==> config.mk <==
export PLATFORM = sky130hd
export DESIGN_NAME = clock_mode_controller_flat
export DESIGN_NICKNAME = d
export VERILOG_FILES = /design/src/rtl/clock_ctrl_pkg.sv /design/src/rtl/clock_mode_controller_if.sv /design/src/rtl/clock_mode_controller_wrap_counter.sv /design/src/rtl/clock_mode_controller.sv /design/src/flat_wrapper.sv
export SDC_FILE = /design/constraint.sdc
export NUM_CORES = 1
export LEC_CHECK = 0
export ABC_AREA = 1
export CORE_AREA = 2 2 103 85
export CTS_BUF_LIST = sky130_fd_sc_hd__clkbuf_8
export DETAILED_ROUTE_END_ITERATION = 8
export DIE_AREA = 0 0 105 87
export PLACE_DENSITY = 0.69
export SLEW_MARGIN = 5
export SYNTH_ARGS = -nofsm -noshare
export SYNTH_HDL_FRONTEND = slang
export SYNTH_SLANG_ARGS = --single-unit
==> constraint.sdc <==
create_clock -name video_clk -period 5 [get_ports video_clk]
set_input_delay 1 -clock video_clk [delete_from_list [all_inputs] [get_ports video_clk]]
set_output_delay 1 -clock video_clk [all_outputs]
set_load 0.02 [all_outputs]
==> src/rtl/clock_ctrl_pkg.sv <==
// clock_ctrl_pkg
//   Shared constants for the clock face controller: field limits and widths,
//   edit-field codes and the set-mode state encoding (which is the same value
//   that is shown on edit_field).
package clock_ctrl_pkg;

  localparam int CLK_HZ  = 31_500_000;
  localparam int HR_MAX  = 11;
  localparam int MIN_MAX = 59;
  localparam int SEC_MAX = 59;
  localparam int HR_W    = 4;
  localparam int MIN_W   = 6;

  typedef enum logic [2:0] {
    EDIT_NONE   = 3'd0,
    EDIT_HR     = 3'd1,
    EDIT_MIN    = 3'd2,
    EDIT_AL_HR  = 3'd3,
    EDIT_AL_MIN = 3'd4
  } edit_field_e;

  localparam logic [2:0] ST_RUN        = 3'(EDIT_NONE);
  localparam logic [2:0] ST_SET_HR     = 3'(EDIT_HR);
  localparam logic [2:0] ST_SET_MIN    = 3'(EDIT_MIN);
  localparam logic [2:0] ST_SET_AL_HR  = 3'(EDIT_AL_HR);
  localparam logic [2:0] ST_SET_AL_MIN = 3'(EDIT_AL_MIN);

  function automatic logic [2:0] next_state(input logic [2:0] st);
    return (st == ST_SET_AL_MIN) ? ST_RUN : st + 3'd1;
  endfunction

endpackage

==> src/rtl/clock_mode_controller_if.sv <==
// clock_mode_controller_if
//   Button pulses in, clock/alarm registers and renderer hints out.
//   master : debouncer/renderer side (drives pulses, reads fields)
//   slave  : clock_mode_controller
interface clock_mode_controller_if;
  import clock_ctrl_pkg::*;

  logic             tick_1hz;
  logic             mode_pulse;
  logic             inc_pulse;
  logic             al_toggle_pulse;
  logic             snooze_pulse;
  logic [HR_W-1:0]  hours;
  logic [MIN_W-1:0] minutes;
  logic [MIN_W-1:0] seconds;
  logic [HR_W-1:0]  al_hours;
  logic [MIN_W-1:0] al_minutes;
  logic             al_on;
  logic             alarm;
  logic [2:0]       edit_field;
  logic             blink;

  modport master (
    output tick_1hz, mode_pulse, inc_pulse, al_toggle_pulse, snooze_pulse,
    input  hours, minutes, seconds, al_hours, al_minutes, al_on, alarm,
           edit_field, blink
  );

  modport slave (
    input  tick_1hz, mode_pulse, inc_pulse, al_toggle_pulse, snooze_pulse,
    output hours, minutes, seconds, al_hours, al_minutes, al_on, alarm,
           edit_field, blink
  );
endinterface

==> src/rtl/clock_mode_controller_wrap_counter.sv <==
// wrap_counter
//   Modulo-(MAX+1) counter with increment, synchronous clear and carry-out.
//   o_next exposes the value the register will take at the next edge so the
//   parent can compare post-increment values without an extra cycle.
//   Ports: video_clk, reset (sync, active-high), i_inc, i_clear,
//          o_count, o_next, o_carry (inc at MAX).
module wrap_counter
  import clock_ctrl_pkg::*;
#(
  parameter int MAX = SEC_MAX,
  parameter int W   = MIN_W
) (
  input  logic         video_clk,
  input  logic         reset,
  input  logic         i_inc,
  input  logic         i_clear,
  output logic [W-1:0] o_count,
  output logic [W-1:0] o_next,
  output logic         o_carry
);

  logic [W-1:0] r_count;

  assign o_count = r_count;
  assign o_carry = i_inc && (r_count == W'(MAX));

  always_comb begin
    o_next = r_count;
    if (i_clear || o_carry) o_next = '0;
    else if (i_inc)         o_next = r_count + 1'b1;
  end

  always_ff @(posedge video_clk) begin
    if (reset) r_count <= '0;
    else       r_count <= o_next;
  end

endmodule

==> src/rtl/clock_mode_controller.sv <==
// clock_mode_controller
//   Time/alarm register owner for the VGA clock face: set-mode FSM, 1 Hz
//   timekeeping, alarm trigger/timeout and the blink strobe for the field
//   being edited.
//   Ports: video_clk, reset (sync, active-high), ctrl (slave modport:
//          pulses in; hours/minutes/seconds/al_*/al_on/alarm/edit_field/
//          blink out, all registered).
//   Optional: define CLOCK_CTRL_SNOOZE_EN to build the snooze counter.
//
//   state         | meaning
//   ST_RUN        | clock running, no field edited
//   ST_SET_HR     | editing hours, time frozen
//   ST_SET_MIN    | editing minutes, time frozen
//   ST_SET_AL_HR  | editing alarm hours, time running
//   ST_SET_AL_MIN | editing alarm minutes, time running
module clock_mode_controller
  import clock_ctrl_pkg::*;
#(
  parameter int BLINK_DIV       = CLK_HZ / 2,
  parameter int ALARM_TIMEOUT_S = 60,
  parameter int SNOOZE_S        = 300
) (
  input  logic                  video_clk,
  input  logic                  reset,
  clock_mode_controller_if.slave ctrl
);

  localparam int BLK_W = (BLINK_DIV > 1) ? $clog2(BLINK_DIV) : 1;
  localparam int TMO_W = $clog2(ALARM_TIMEOUT_S + 1);

  logic [2:0]       r_state;
  logic [BLK_W-1:0] r_blink_cnt;
  logic             r_blink;
  logic             r_al_on;
  logic             r_alarm;
  logic [TMO_W-1:0] r_tmo;

  logic             w_tick_run, w_inc_edit, w_match, w_turn_off;
  logic [HR_W-1:0]  w_hr, w_hr_next, w_al_hr, w_al_hr_next;
  logic [MIN_W-1:0] w_min, w_min_next, w_sec, w_sec_next, w_al_min, w_al_min_next;
  logic             w_sec_carry, w_min_carry;
  logic             w_unused_hr_carry, w_unused_al_hr_carry, w_unused_al_min_carry;

  // Time is frozen only while hours/minutes are being set.
  assign w_tick_run = ctrl.tick_1hz &&
                      !(r_state == ST_SET_HR || r_state == ST_SET_MIN);
  assign w_inc_edit = ctrl.inc_pulse && !ctrl.mode_pulse;

  wrap_counter #(.MAX(SEC_MAX), .W(MIN_W)) u_sec (
    .video_clk, .reset,
    .i_inc   (w_tick_run),
    .i_clear (ctrl.mode_pulse && r_state == ST_SET_MIN),
    .o_count (w_sec), .o_next (w_sec_next), .o_carry (w_sec_carry));

  wrap_counter #(.MAX(MIN_MAX), .W(MIN_W)) u_min (
    .video_clk, .reset,
    .i_inc   (w_sec_carry || (w_inc_edit && r_state == ST_SET_MIN)),
    .i_clear (1'b0),
    .o_count (w_min), .o_next (w_min_next), .o_carry (w_min_carry));

  // Minute carry from an edit must not ripple into hours.
  wrap_counter #(.MAX(HR_MAX), .W(HR_W)) u_hr (
    .video_clk, .reset,
    .i_inc   ((w_tick_run && w_min_carry) || (w_inc_edit && r_state == ST_SET_HR)),
    .i_clear (1'b0),
    .o_count (w_hr), .o_next (w_hr_next), .o_carry (w_unused_hr_carry));

  wrap_counter #(.MAX(HR_MAX), .W(HR_W)) u_al_hr (
    .video_clk, .reset,
    .i_inc   (w_inc_edit && r_state == ST_SET_AL_HR),
    .i_clear (1'b0),
    .o_count (w_al_hr), .o_next (w_al_hr_next), .o_carry (w_unused_al_hr_carry));

  wrap_counter #(.MAX(MIN_MAX), .W(MIN_W)) u_al_min (
    .video_clk, .reset,
    .i_inc   (w_inc_edit && r_state == ST_SET_AL_MIN),
    .i_clear (1'b0),
    .o_count (w_al_min), .o_next (w_al_min_next), .o_carry (w_unused_al_min_carry));

  // Only a running-time tick that lands on :00 can trigger, so edits never do.
  assign w_match = w_tick_run && r_al_on && (w_sec_next == '0) &&
                   (w_hr_next == w_al_hr_next) && (w_min_next == w_al_min_next);
  assign w_turn_off = ctrl.al_toggle_pulse && r_al_on;

  always_ff @(posedge video_clk) begin
    if (reset) begin
      r_state     <= ST_RUN;
      r_blink_cnt <= '0;
      r_blink     <= 1'b1;
    end else if (ctrl.mode_pulse) begin
      r_state     <= next_state(r_state);
      r_blink_cnt <= '0;
      r_blink     <= 1'b1;
    end else if (r_state == ST_RUN) begin
      r_blink_cnt <= '0;
      r_blink     <= 1'b1;
    end else if (r_blink_cnt == BLK_W'(BLINK_DIV - 1)) begin
      r_blink_cnt <= '0;
      r_blink     <= ~r_blink;
    end else begin
      r_blink_cnt <= r_blink_cnt + 1'b1;
    end
  end

`ifdef CLOCK_CTRL_SNOOZE_EN
  localparam int SNZ_W = $clog2(SNOOZE_S + 1);

  logic             r_snz_pend;
  logic [SNZ_W-1:0] r_snz_cnt;
  logic             w_snz_expire;

  assign w_snz_expire = ctrl.tick_1hz && r_snz_pend && (r_snz_cnt == SNZ_W'(1)) &&
                        !w_turn_off && !w_match;

  always_ff @(posedge video_clk) begin
    if (reset) begin
      r_snz_pend <= 1'b0;
      r_snz_cnt  <= '0;
    end else if (w_turn_off || w_match) begin
      r_snz_pend <= 1'b0;
    end else if (ctrl.snooze_pulse && r_alarm) begin
      r_snz_pend <= 1'b1;
      r_snz_cnt  <= SNZ_W'(SNOOZE_S);
    end else if (ctrl.tick_1hz && r_snz_pend) begin
      r_snz_cnt <= r_snz_cnt - 1'b1;
      if (r_snz_cnt == SNZ_W'(1)) r_snz_pend <= 1'b0;
    end
  end
`else
  logic w_unused_snooze;
  assign w_unused_snooze = ctrl.snooze_pulse ^ (SNOOZE_S == 0);
`endif

  always_ff @(posedge video_clk) begin
    if (reset) begin
      r_al_on <= 1'b0;
      r_alarm <= 1'b0;
      r_tmo   <= '0;
    end else begin
      if (ctrl.al_toggle_pulse) r_al_on <= ~r_al_on;

      if (w_turn_off) begin
        r_alarm <= 1'b0;
        r_tmo   <= '0;
      end else if (w_match) begin
        r_alarm <= 1'b1;
        r_tmo   <= TMO_W'(ALARM_TIMEOUT_S);
      end
`ifdef CLOCK_CTRL_SNOOZE_EN
      else if (ctrl.snooze_pulse && r_alarm) begin
        r_alarm <= 1'b0;
      end else if (w_snz_expire) begin
        r_alarm <= r_al_on;
        r_tmo   <= r_al_on ? TMO_W'(ALARM_TIMEOUT_S) : '0;
      end
`endif
      else if (ctrl.tick_1hz && r_alarm) begin
        r_tmo <= r_tmo - 1'b1;
        if (r_tmo == TMO_W'(1)) r_alarm <= 1'b0;
      end
    end
  end

  assign ctrl.hours      = w_hr;
  assign ctrl.minutes    = w_min;
  assign ctrl.seconds    = w_sec;
  assign ctrl.al_hours   = w_al_hr;
  assign ctrl.al_minutes = w_al_min;
  assign ctrl.al_on      = r_al_on;
  assign ctrl.alarm      = r_alarm;
  assign ctrl.edit_field = r_state;
  assign ctrl.blink      = r_blink;

endmodule
==> src/flat_wrapper.sv <==
// flat-port wrapper written by rule: the top's interface ports become plain ports
module clock_mode_controller_flat import clock_ctrl_pkg::*;
#(
  parameter int BLINK_DIV       = CLK_HZ / 2,
  parameter int ALARM_TIMEOUT_S = 60,
  parameter int SNOOZE_S        = 300
)
  (video_clk, reset, ctrl_tick_1hz, ctrl_mode_pulse, ctrl_inc_pulse, ctrl_al_toggle_pulse, ctrl_snooze_pulse, ctrl_hours, ctrl_minutes, ctrl_seconds, ctrl_al_hours, ctrl_al_minutes, ctrl_al_on, ctrl_alarm, ctrl_edit_field, ctrl_blink);
  clock_mode_controller_if ctrl_i ();
  input  logic video_clk;
  input  logic reset;
  input wire logic [$bits(ctrl_i.tick_1hz)-1:0] ctrl_tick_1hz;
  input wire logic [$bits(ctrl_i.mode_pulse)-1:0] ctrl_mode_pulse;
  input wire logic [$bits(ctrl_i.inc_pulse)-1:0] ctrl_inc_pulse;
  input wire logic [$bits(ctrl_i.al_toggle_pulse)-1:0] ctrl_al_toggle_pulse;
  input wire logic [$bits(ctrl_i.snooze_pulse)-1:0] ctrl_snooze_pulse;
  output wire logic [$bits(ctrl_i.hours)-1:0] ctrl_hours;
  output wire logic [$bits(ctrl_i.minutes)-1:0] ctrl_minutes;
  output wire logic [$bits(ctrl_i.seconds)-1:0] ctrl_seconds;
  output wire logic [$bits(ctrl_i.al_hours)-1:0] ctrl_al_hours;
  output wire logic [$bits(ctrl_i.al_minutes)-1:0] ctrl_al_minutes;
  output wire logic [$bits(ctrl_i.al_on)-1:0] ctrl_al_on;
  output wire logic [$bits(ctrl_i.alarm)-1:0] ctrl_alarm;
  output wire logic [$bits(ctrl_i.edit_field)-1:0] ctrl_edit_field;
  output wire logic [$bits(ctrl_i.blink)-1:0] ctrl_blink;
  assign ctrl_i.tick_1hz = ctrl_tick_1hz;
  assign ctrl_i.mode_pulse = ctrl_mode_pulse;
  assign ctrl_i.inc_pulse = ctrl_inc_pulse;
  assign ctrl_i.al_toggle_pulse = ctrl_al_toggle_pulse;
  assign ctrl_i.snooze_pulse = ctrl_snooze_pulse;
  assign ctrl_hours = ctrl_i.hours;
  assign ctrl_minutes = ctrl_i.minutes;
  assign ctrl_seconds = ctrl_i.seconds;
  assign ctrl_al_hours = ctrl_i.al_hours;
  assign ctrl_al_minutes = ctrl_i.al_minutes;
  assign ctrl_al_on = ctrl_i.al_on;
  assign ctrl_alarm = ctrl_i.alarm;
  assign ctrl_edit_field = ctrl_i.edit_field;
  assign ctrl_blink = ctrl_i.blink;
  clock_mode_controller #(.BLINK_DIV(BLINK_DIV), .ALARM_TIMEOUT_S(ALARM_TIMEOUT_S), .SNOOZE_S(SNOOZE_S)) u_core (.video_clk(video_clk), .reset(reset), .ctrl(ctrl_i));
endmodule
# After elaboration in Yosys (flattened, before gate mapping)
# Cells that the tools add are included.
# op_classes
n_addsub	8
n_mul	0
div	0
n_lt_le_gt_ge	0
eq_ne	13
n_shift	0
muxes	16
bitwise_logic	2
reduce_logical	34
# ops
operator	count
2-to-1 mux 6 bit	8
adder 24 x 1 -> 24 bit, second input constant	1
== test 24 bit, second input constant	1
logical AND 1 bit	19
adder 6 x 1 -> 6 bit, second input constant	3
== test 6 bit, second input constant	3
2-to-1 mux 4 bit	4
adder 4 x 1 -> 4 bit, second input constant	2
== test 4 bit, second input constant	2
== test 3 x 2 -> 1 bit, second input constant	2
== test 6 x 1 -> 1 bit, second input constant	1
== test 6 bit	1
logical NOT 6 bit	1
OR reduction 3 bit	2
subtractor 6 x 1 -> 6 bit, second input constant	1
== test 4 bit	1
logical OR 1 bit	4
nonzero test 2 bit	2
OR reduction 4 bit	1
adder 3 x 1 -> 3 bit, second input constant	1
== test 3 x 1 -> 1 bit, second input constant	1
== test 3 bit, second input constant	1
logical NOT 3 bit	1
2-to-1 mux 1 bit	3
5 further kinds	7
# totals
reg_bits	62
latch_bits	0
mem_bits_rw	0
rom_bits	0
out_inout_bits	32
wordCells	85
memories	0

# Depth between registers and ports, before layout
# depth
word_depth	16
mapped_depth	18

# Hierarchy
# A second synthesis with hierarchy kept.
# unflattened
cells_unflattened	547
area_unflattened_um2	3703.6
# modules_own_cells
mod	instances	cells_per_inst	area_per_inst_um2	seq_area_each_um2
clock_mode_controller	1	328	2119.5	720.7
wrap_counter (u_core.u_al_min ...)	3	49	365.4	120.1
wrap_counter (u_core.u_al_hr ...)	2	36	244.0	80.1

# Least setup slack after synthesis
# OpenSTA, ideal clock, no wires.
# synth_timing
kind	input to register
startpoint	input ctrl_inc_pulse
endpoint	register u_core.r_tmo[1]
setup_ns	0.117
arrival_time_ns	2.243
path_slack_ns	2.640
stages	14
path_buffers	0
path_cell_list	inv_1 > nor2_2 > nand2_1 > nor2_2 > nand2_1 > nand2_1 > nand3_1 > nand3b_1 > nand2_1 > nand3_1 > nor2_1 > nand3_2 > nand2_1 > nor2_1
# synth_via
elab_chain_cells	12
word_cells_on_any_way	25
classes_between	2 x eq/ne; 8 x mux; 15 x reduce/logical
# synth_lines
element	line	rtl
from (decl)	flat_wrapper.sv:14	input wire logic [$bits(ctrl_i.inc_pulse)-1:0] ctrl_inc_pulse;
logical AND 1 bit *	clock_mode_controller.sv:47	assign w_inc_edit = ctrl.inc_pulse && !ctrl.mode_pulse;
logical AND 1 bit	clock_mode_controller.sv:57	.i_inc (w_sec_carry || (w_inc_edit && r_state == ST_SET_MIN)),
logical OR 1 bit	clock_mode_controller.sv:57	
logical AND 1 bit	clock_mode_controller_wrap_counter.sv:25	assign o_carry = i_inc && (r_count == W'(MAX));
logical AND 1 bit	clock_mode_controller.sv:64	.i_inc ((w_tick_run && w_min_carry) || (w_inc_edit && r_state == ST_SET_HR)),
logical OR 1 bit	clock_mode_controller.sv:64	
2-to-1 mux 4 bit / logical AND 1 bit (equally long branches)	clock_mode_controller_wrap_counter.sv:30, clock_mode_controller_wrap_counter.sv:25	
2-to-1 mux 4 bit	clock_mode_controller_wrap_counter.sv:29	if (i_clear || o_carry) o_next = '0;
== test 4 bit	clock_mode_controller.sv:82	(w_hr_next == w_al_hr_next) && (w_min_next == w_al_min_next);
logical AND 1 bit	clock_mode_controller.sv:81	assign w_match = w_tick_run && r_al_on && (w_sec_next == '0) &&
logical AND 1 bit *	clock_mode_controller.sv:82	
OR reduction 3 bit (no line) *	n/a	
to (signal assigned)	clock_mode_controller.sv:147	r_tmo <= TMO_W'(ALARM_TIMEOUT_S);
to (signal assigned)	clock_mode_controller.sv:158	r_tmo <= r_tmo - 1'b1;
to (decl)	clock_mode_controller.sv:36	logic [TMO_W-1:0] r_tmo;
# Every way passes the cells marked *; elsewhere a longest branch is shown, timed or not.
# A chain may end at the register's enable or synchronous reset.

# Final worst setup path
# layout_timing
startpoint	input ctrl_mode_pulse
endpoint	register u_core.r_tmo[1]
# layout_via
elab_chain_cells	13
word_cells_on_any_way	31
classes_between	2 x eq/ne; 9 x mux; 20 x reduce/logical
# layout_lines
element	line	rtl
from (decl)	flat_wrapper.sv:13	input wire logic [$bits(ctrl_i.mode_pulse)-1:0] ctrl_mode_pulse;
logical NOT 1 bit	clock_mode_controller.sv:47	
logical AND 1 bit	clock_mode_controller.sv:47	
logical AND 1 bit	clock_mode_controller.sv:57	
logical OR 1 bit	clock_mode_controller.sv:57	
logical AND 1 bit	clock_mode_controller_wrap_counter.sv:25	
logical AND 1 bit	clock_mode_controller.sv:64	
logical OR 1 bit	clock_mode_controller.sv:64	
2-to-1 mux 4 bit / logical AND 1 bit (equally long branches)	clock_mode_controller_wrap_counter.sv:30, clock_mode_controller_wrap_counter.sv:25	
2-to-1 mux 4 bit	clock_mode_controller_wrap_counter.sv:29	
== test 4 bit	clock_mode_controller.sv:82	
logical AND 1 bit	clock_mode_controller.sv:81	
logical AND 1 bit *	clock_mode_controller.sv:82	
OR reduction 3 bit (no line) *	n/a	
# Marked as above.

==> summary.txt <==
Run status
  – Status: finished clean

Critical path
  – CP Buf/Inv Count: 1
  – CP endpoint: u_core.r_tmo[1]$_SDFFE_PP0P_
  – CP Capture Type: flop
  – Required @ worst endpoint: 5220 ps
  – Worst path depth: 13
  – Reg-to-Reg Start: u_core.ctrl.edit_field[0]$_SDFFE_PP0P_
  – Critical-path top delay cell: clkdlybuf4s50_1
  – CP startpoint kind: input port
  – Worst path most repeated cell: nand2_1
  – CP peak stage delay: 510 ps
  – RR Endpoint: u_core.r_tmo[1]$_SDFFE_PP0P_
  – Setup slack, reg-to-reg: 2460 ps
  – Worst-path fanout max: 12
  – CP startpoint: ctrl_mode_pulse
  – CP arrival: 3200 ps
  – WS Path Type: in2reg
  – Crit-path cells: clkdlybuf4s50_1 -> nor2_2 -> nand2_1 -> nand2_4 -> nand3_2 -> nand2_2 -> nand3_1 -> nand3_1 -> nand2_1 -> nor2_1 -> nand3_2 -> nand2_1 -> nor2_1
  – Family with the most delay on the worst path: simple AND/OR/NAND/NOR gates
  – R2R depth: 16

Clocking
  – Max clock buf depth: 2
  – Post-cts resize count: 0
  – Hold-fix buffers at CTS: 0
  – Clk sinks: 62
  – Setup bufs post-CTS: 0
  – CTS tree: done
  – CTS H-Tree Depth: 3
  – Clock slew at reported path FFs: around 70 ps
  – Clock Latency Late Sink: 340 ps
  – Num CTS Buffers: 9
  – Root Driver: clkbuf_8

STA
  – Fin crit period: just under 3000 ps
  – Final WS setup: 2030 ps
  – Clock Skews: just over 9 ps
  – Max Transition Viols Final: 0
  – Hold slack: 451 ps
  – Worst Tran Pin Value: 641 ps
  – Fin. Hold Viols: 0
  – Unrepaired setup endpoints after global routing: no
  – Final Setup Violations: 0
  – Rel. slew slack: 0.571
  – Fmax: 337 MHz
  – Total Neg Setup Slack: 0 ps
  – Tcrit/Tclk final: 0.594

Synthesis
  – EDFF count, synth: 0
  – Syn. warnings: 0
  – Ys flop type: dfxtp_1
  – #FFs+latches synth: 62
  – Avg Cell Area, Syn: 6.73 um2
  – Largest area contributor in the netlist: dfxtp_1
  – Share of flip-flops with an asynchronous set or reset: 0
  – Sequential share of the synthesized area: 0.357
  – Cell Area, Synth: 3470 um2
  – Synth cell types: 36
  – Top cell type's share of synthesized area: 0.357
  – Ranking of synthesized cells by area: dfxtp_1 36%, nand2_1 13%, inv_1 8.3%, nor2_1 7.5%, nand3_1 6.9%
  – Post-synthesis cell count: 516
  – Syn nets: ~540

Final layout
  – Post-route cell area: between 4000 and 5000 um2
  – Finished Layout Cells: 677
  – Most common cell after layout, fill and taps aside: nand2_1
  – Layout area overhead: 21.1%
  – Share of cells above drive strength 1: 0.0761
  – Core Util, Final: 0.514
  – Fillers: between 800 and 900
  – Nets: 580
  – Antenna diodes: 0
  – Most frequent cells in the layout: 116 x nand2_1, 77 x inv_1, 69 x nor2_1

Routing
  – DR vias/cell: about 5
  – WL/cell: approximately 12 um
  – First-pass iteration count of the detailed router: 4
  – Residual DRC count: 0
  – Antenna viol nets, final: 0
  – Initial DRC count: 132
  – Detailed-route wire length: 7.89 mm
  – Routed via count: 3322

GRT
  – First-pass GRT wire length: about 13 mm
  – Initial antenna violation count: 0
  – Vias in the first global route: 3101
  – Largest net degree at the start of global routing: 32
  – GRT Util Overall: 0.181
  – Grt total ovfl: 0

Floorplan
  – Die area: 9140 um2
  – Core Rows: 30
  – I/O pin total: 39
  – Initial core utilization: 0.425
  – Core area: 8180 um2
  – Die height: 87 um
  – Die width: roughly 110 um

Power and ir drop
  – NetSw: about 260 uW
  – Sw frac: 0.226
  – Pwr Density: 271 nW/um2
  – Power share of the clock group: 0.471
  – Overall power: 1.14 mW
  – Max VDD drop: 0.145 mV
  – Register share of total power: 0.450
  – Leakage Power: 1.75 nW
  – Pint: 881 uW
  – Comb pwr share: 0.079

Placed design
  – Final HPWL DP: 5.96 mm
  – Cell count after placement: ~660
  – Post-Place Worst Slack: 1670 ps
  – Placed Area: 3960 um2
  – RD Place Congestion: 0.857
  – Port buffer count: 37

Min path
  – Class of the worst hold path: reg2reg
  – Hold Path Stages: 1

Flow run
  – Maxcap violations: 0
==> cells by family after synthesis <==
kind of cell,after synthesis,share of synthesized area
compound gates,47,0.0731
xor+xnor,18,0.0454
fa+ha+maj,13,0.0468
buf+inv,85,0.0951
flops,62,0.357
mux,1,0.00324
simple gates,290,0.379
==> sequential cells by signal, summed over array words and instances, names as in the netlist <==
name and flops:
u_core.u_hr.o_count 4, u_core.u_min.o_count 6, u_core.ctrl.alarm 1, u_core.u_sec.o_count 6, u_core.ctrl.al_on 1, u_core.r_tmo 6, u_core.r_blink_cnt 24, u_core.ctrl.edit_field 3
u_core.ctrl.blink 1, u_core.u_al_hr.o_count 4, u_core.u_al_min.o_count 6
==> power groups by stage <==
| stage | clock network, mW | logic (mW) | registers [mW] |
|---|---|---|---|
| 6_report | 0.536 | 0.0904 | 0.513 |
| 5_1_grt | 0.571 | 0.102 | 0.514 |
| 4_1_cts | 0.553 | 0.0911 | 0.513 |
| 3_5_place_dp | 0 | 0.0908 | 0.524 |
| 3_3_place_gp | 0 | 0.0881 | 0.523 |
| 2_1_floorplan | 0 | 0.0533 | 0.529 |
==> area by class of cell <==
cell class / instances / area, um2 / area share
clock buffers: 10 / 138 / 0.0327
flip-flops and latches: 62 / 1240 / 0.295
multi-input cells: 369 / 1900 / 0.452
inverters: 80 / 300 / 0.0713
repair buffers: 38 / 378 / 0.0898
clock inverters: 6 / 109 / 0.0259
well taps: 112 / 140 / 0.0333
==> how the worst min path moves through the flow <==
stage | from | endpoint | slack [ps]
2_1_floorplan | u_core.r_blink_cnt[0]$_SDFF_PP0_ | u_core.r_blink_cnt[0]$_SDFF_PP0_ | 420
4_1_cts | u_core.r_blink_cnt[0]$_SDFF_PP0_ | u_core.r_blink_cnt[0]$_SDFF_PP0_ | 460
6_report | u_core.r_blink_cnt[0]$_SDFF_PP0_ | u_core.r_blink_cnt[0]$_SDFF_PP0_ | 450
5_1_grt | u_core.r_blink_cnt[0]$_SDFF_PP0_ | u_core.r_blink_cnt[0]$_SDFF_PP0_ | 470
3_5_place_dp | u_core.r_blink_cnt[0]$_SDFF_PP0_ | u_core.r_blink_cnt[0]$_SDFF_PP0_ | 440
3_3_place_gp | u_core.r_blink_cnt[0]$_SDFF_PP0_ | u_core.r_blink_cnt[0]$_SDFF_PP0_ | 430
==> synthesized netlist by cell type, types with 8 or more instances <==
cell type,n
nand2_1,116
a21oi_1,21
nor3_1,13
xor2_1,11
dfxtp_1,62
inv_1,77
o21ai_0,18
nor2_2,8
nand4_1,11
ha_1,13
nor2_1,69
nand3_1,48
==> layer usage <==
layer	share of wire	GRT usage	vias to the layer above	routed length, um
met5	0	0	-	0
met4	0.017	0.0739	0	131
met1	0.48	0.227	1509	3810
met3	0.044	0.0501	10	348
met2	0.46	0.296	69	3600
li1	-	-	1734	-
Note: power is estimated with default switching activity, not from simulation.
